**config.mk**
```make
export PLATFORM = sky130hd
export DESIGN_NAME = relu_backprop
export DESIGN_NICKNAME = d
export VERILOG_FILES = /design/src/rtl/relu_backprop.sv
export SDC_FILE = /design/constraint.sdc
export NUM_CORES = 1
export LEC_CHECK = 0
export ABC_CLOCK_PERIOD_IN_PS = 4920
export CAP_MARGIN = 30
export CORE_MARGIN = 4
export CORE_UTILIZATION = 25
export CTS_CLUSTER_SIZE = 24
export DETAILED_ROUTE_END_ITERATION = 12
export PLACE_DENSITY = 0.42
export SLEW_MARGIN = 5
export SYNTH_ARGS = -nofsm -noshare
export SYNTH_HDL_FRONTEND = slang
export SYNTH_SLANG_ARGS = --single-unit
```
**constraint.sdc**
```tcl
create_clock -name clk -period 4.92 [get_ports clk]
set_input_delay 0.984 -clock clk [delete_from_list [all_inputs] [get_ports clk]]
set_output_delay 0.984 -clock clk [all_outputs]
set_load 0.005 [all_outputs]
```
**src/rtl/relu_backprop.sv**
```systemverilog
// Streaming ReLU with a per-sample activation mask: forward phase emits ReLU(x) and
// records x>0; backward phase gates gradients with that mask. Option: RELU_LEAKY_EN (slope 1/8).
module relu_backprop #(
  parameter int DATA_W = 8,
  parameter int DEPTH  = 20,
  parameter int CNT_W  = 5
) (
  input  logic                     clk,
  input  logic                     reset,
  input  logic                     fwd_valid,
  input  logic signed [DATA_W-1:0] fwd_data,
  output logic                     fwd_ready,
  output logic signed [DATA_W-1:0] fwd_out,
  output logic                     fwd_out_valid,
  input  logic                     bwd_valid,
  input  logic signed [DATA_W-1:0] bwd_grad,
  output logic                     bwd_ready,
  output logic signed [DATA_W-1:0] grad_out,
  output logic                     grad_out_valid,
  output logic                     done
);

  typedef enum logic {S_FWD = 1'b0, S_BWD = 1'b1} state_t;

  state_t                     r_state;
  state_t                     w_state_next;
  logic [CNT_W-1:0]           r_cnt;
  logic [CNT_W-1:0]           w_cnt_next;
  logic [DEPTH-1:0]           r_mask;
  logic signed [DATA_W-1:0]   r_fwd_out;
  logic                       r_fwd_out_valid;
  logic signed [DATA_W-1:0]   r_grad_out;
  logic                       r_grad_out_valid;
  logic                       r_done;

  logic                       w_fwd_ready;
  logic                       w_bwd_ready;
  logic                       w_fwd_acc;
  logic                       w_bwd_acc;
  logic                       w_last;
  logic                       w_pos;
  logic                       w_mask_bit;
  logic signed [DATA_W-1:0]   w_relu;
  logic signed [DATA_W-1:0]   w_grad_gated;

  assign w_fwd_acc  = fwd_valid && w_fwd_ready;
  assign w_bwd_acc  = bwd_valid && w_bwd_ready;
  assign w_last     = (r_cnt == CNT_W'(DEPTH - 1));
  // Strictly positive: sign bit clear and not zero.
  assign w_pos      = !fwd_data[DATA_W-1] && (|fwd_data);
  assign w_mask_bit = r_mask[r_cnt];

`ifdef RELU_LEAKY_EN
  assign w_relu       = w_pos ? fwd_data : (fwd_data >>> 3);
  assign w_grad_gated = w_mask_bit ? bwd_grad : (bwd_grad >>> 3);
`else
  assign w_relu       = w_pos ? fwd_data : '0;
  assign w_grad_gated = w_mask_bit ? bwd_grad : '0;
`endif

  always_ff @(posedge clk) begin
    if (reset) begin
      r_state <= S_FWD;
      r_cnt   <= '0;
    end else begin
      r_state <= w_state_next;
      r_cnt   <= w_cnt_next;
    end
  end

  always_comb begin
    w_state_next = r_state;
    w_cnt_next   = r_cnt;
    w_fwd_ready  = 1'b0;
    w_bwd_ready  = 1'b0;
    case (r_state)
      S_FWD: begin
        w_fwd_ready = 1'b1;
        if (w_fwd_acc) begin
          w_cnt_next = w_last ? '0 : r_cnt + 1'b1;
          if (w_last) w_state_next = S_BWD;
        end
      end
      S_BWD: begin
        w_bwd_ready = 1'b1;
        if (w_bwd_acc) begin
          w_cnt_next = w_last ? '0 : r_cnt + 1'b1;
          if (w_last) w_state_next = S_FWD;
        end
      end
      default: w_state_next = S_FWD;
    endcase
  end

  always_ff @(posedge clk) begin
    if (reset) begin
      r_mask           <= '0;
      r_fwd_out        <= '0;
      r_fwd_out_valid  <= 1'b0;
      r_grad_out       <= '0;
      r_grad_out_valid <= 1'b0;
      r_done           <= 1'b0;
    end else begin
      r_fwd_out_valid  <= w_fwd_acc;
      r_grad_out_valid <= w_bwd_acc;
      r_done           <= w_bwd_acc && w_last;
      if (w_fwd_acc) begin
        r_fwd_out     <= w_relu;
        r_mask[r_cnt] <= w_pos;
      end
      if (w_bwd_acc) begin
        r_grad_out <= w_grad_gated;
        // Mask is consumed once per batch; clear it as the last gradient leaves.
        if (w_last) r_mask <= '0;
      end
    end
  end

  assign fwd_ready      = w_fwd_ready;
  assign bwd_ready      = w_bwd_ready;
  assign fwd_out        = r_fwd_out;
  assign fwd_out_valid  = r_fwd_out_valid;
  assign grad_out       = r_grad_out;
  assign grad_out_valid = r_grad_out_valid;
  assign done           = r_done;

endmodule
```
==> metrics.md <==
| Metric | Value |
|---|---|
| Cell-by-cell trace of the critical path | `clkdlybuf4s50_1 -> nor2b_1 -> buf_4 -> nand2_1 -> o21ai_0 -> a21oi_1` |
| Dominant delay contributor by cell family on the critical path | `buffers and inverters` |
| Start of the worst register-to-register path | `r_cnt[0]` |
| Slew margin rel. | `41.3%` |
| Setup Fix Bufs, Post-CTS | `0` |
| Startpoint-to-endpoint class of the critical path | `in2reg` |
| DPL Wire Length | `3.56 mm` |
| Worst path required time | `5.08 ns` |
| Cell at the root of the clock tree | `clkbuf_8` |
| Post-synth net total | `248` |
| Class of the worst hold path | `reg2reg` |
| Longest individual stage delay on the worst path | `0.52 ns` |
| FF+latch count, synth | `45` |
| Later-pin clock latency in the skew report | `0.31 ns` |
| Cell type of the slowest stage on the worst timing path | `clkdlybuf4s50_1` |
| Hold endpoint | `fwd_out[6]` |
| Per-instance average area after synthesis | `9.11 um^2` |
| All-Layer GR Usage | `10.9%` |
| Critical hold path startpoint | `fwd_out[6]` |
| Die height | `98.4 um` |
| Global-route wire length before repair | `8.42 mm` |
| Final WL | `5.05 mm` |
| Max_cap viols | `0` |
| Category of the worst setup path capture point | `flip-flop` |
| CTS hold repair buffers | `0` |
| Minimum setup slack among reg-to-reg paths | `2.70 ns` |
| Yosys top cell area share | `44.1%` |
| Starting density of the core | `26.0%` |
| Total core area | `7850 um^2` |
| Final TNS setup | `0 ns` |
| Post-route ant nets | `0` |
| Area growth syn-to-layout | `27.7%` |
| PwrDens | `263 nW/um^2` |
| DRT iter0 DRCs | `86` |
| Fmax | `382 MHz` |
| Port-buffer cells | `40` |
| Unrepaired setup endpoints after global routing | `no` |
| Final hold violation count | `0` |
| H-tree levels | `2` |
| Worst ir drop on vdd | `94.0 uV` |
| Count of synthesis-stage warnings from yosys | `0` |
| Kind of start point of the critical path | `input port` |
| Final cycle utilization of the critical path | `53.3%` |
| Arrival time worst endpoint | `2.78 ns` |
| Vias | `1704` |
| Share of layout cells above drive strength 1 | `7.31%` |
| Critical path peak fanout | `16` |
| Number of inserted diodes | `0` |
| Count of buffer and inverter cells on the critical path | `2` |
| Cell type with the highest aggregate area in the netlist | `dfxtp_1` |
| Post-route clock skew | `0.0127 ns` |
| Die area | `9670 um^2` |
| Maximum clock insertion buffer count | `2` |
| Lkg Pwr | `0.000918 uW` |
| Average wire length per cell after detail routing | `14.0 um` |
| Max Slew Vio Count | `0` |
| Most common cell after layout, fill and taps aside | `dfxtp_1` |
| Run status | `finished, final reports clean` |
| Vias in the first global route | `1698` |
| Setup violators final | `0` |
| Capturing point of the worst reg2reg path | `r_mask[3]` |
| Number of distinct library cells after synthesis | `37` |
| Pin count of the biggest net entering global routing | `22` |
| Worst-margin pin slew | `0.880 ns` |
| Nets | `283` |
| TritonCTS Buffers | `5` |
| End-of-flow core utilization | `33.2%` |
| Grt total ovfl | `0` |
| Overall die width | `98.4 um` |
| Gp weighted congestion | `0.684` |
| Clock transition at the registers of the reported paths | `0.09 ns` |
| Length of the first detailed-routing pass in iterations | `4` |
| Commonest cells after routing, fill and taps aside | `45 x dfxtp_1, 40 x clkdlybuf4s50_1, 26 x a21oi_1` |
| Via/cell ratio | `4.71` |
| CTS sink count | `45` |
| Crit path time final | `2.62 ns` |
| Cells on worst reg2reg path | `4` |
| Total DRC errors in the routed layout | `0` |
| Sequential element share of the synthesized area | `44.1%` |
| Number of instances on the worst hold path | `2` |
| Post-Synthesis Cells | `224` |
| Number of placement rows | `32` |
| Syn Std Cell Area | `2040 um^2` |
| Post-cts gate resize count | `0` |
| Number of antenna violations at the first check in global routing | `0` |
| Clock tree from TritonCTS | `yes` |
| I/O Pins | `41` |
| Cell types occupying the most area after synthesis | `dfxtp_1 44%, a21oi_1 6.4%, mux2i_1 5.4%` |
where the power goes:
part	leakage (uW)	switching [uW]	total (uW)	internal (uW)
Sequential	0.000364	7.29	376	369
Clock	0.0000452	140	244	104
Combinational	0.000509	32.1	64.8	32.8
Total	0.000918	180	685	505
logic make-up (layout without fill, tap and decap cells):
logic type	after synthesis	count (layout)	synth area share, %
compound gates	53	53	16.4
fa+ha+maj	4	4	2.45
buf+inv	17	53	4.29
flops	45	45	44.1
mux	16	16	10.7
simple gates	89	89	22.0
worst reg2reg max path: stages, from the launching register on:
cell	delay (ns)
dfxtp_1	0.69
ha_1	0.40
nand2_1	0.16
o21bai_2	0.71
nor2_1	0.12
how the worst max path moves through the flow:
stage,from,to,cells after the start
3_3_place_gp,fwd_valid,r_mask[11],6
5_1_grt,fwd_valid,r_mask[12],6
3_5_place_dp,fwd_valid,r_mask[13],6
2_1_floorplan,fwd_valid,r_mask[0],6
6_report,fwd_valid,r_mask[13],6
4_1_cts,fwd_valid,r_mask[13],6
layout make-up:
cell class | instances | area (um^2)
Timing Repair Buffer | 42 | 415
Inverter | 3 | 11.3
Clock inverter | 3 | 25.0
Tap cell | 102 | 128
Multi-Input combinational cell | 162 | 1060
Sequential cell | 45 | 901
Clock buffer | 5 | 68.8
Fill cell | 863 | 5240
synth_stat cells, drive strengths merged:
| cell type | count |
|---|---|
| ha | 4 |
| a32o | 8 |
| o21bai | 1 |
| mux2 | 1 |
| and2 | 1 |
| nor3b | 2 |
| dfxtp | 45 |
| nand4 | 3 |
| o21ai | 15 |
| nand3b | 7 |
| nand2b | 3 |
| mux4 | 4 |
| and2b | 1 |
| and3 | 1 |
| inv | 3 |
| or3 | 1 |
| nand3 | 11 |
| clkbuf | 8 |
| buf | 6 |
| a2bb2oi | 1 |
| a22oi | 1 |
| nor3 | 5 |
| nor2 | 23 |
| o211ai | 1 |
| nor2b | 5 |
| a21oi | 26 |
| mux2i | 11 |
| nor4 | 1 |
| nand2 | 25 |
stage by stage:
stage | instances | setup slack (ns) | cell area (um^2) | hold slack, ns | power, uW
detailed placement | 354 | 1.96 | 2510 | 0.450 | 451
global placement | 354 | 2.00 | 2510 | 0.440 | 451
CTS | 362 | 2.28 | 2610 | 0.462 | 700
floorplan | 224 | 2.93 | 2040 | 0.448 | 419
global route | 362 | 2.03 | 2610 | 0.484 | 719
finish | 362 | 2.30 | 2610 | 0.456 | 685
state kept, by name, indices dropped and copies added (netlist names):
| register | count |
|---|---|
| grad_out | 8 |
| fwd_out | 8 |
| r_state | 1 |
| r_cnt | 5 |
| r_mask | 20 |
| fwd_out_valid | 1 |
| grad_out_valid | 1 |
| done | 1 |
layer usage:
metal	global-route usage, %	routed length, um	vias to the layer above
met1	14.1	2440	785
met2	17.0	2230	43
met5	0	0	-
met3	3.43	309	8
li1	-	-	868
met4	4.10	78	0
Power figures use the tool's default switching activity.
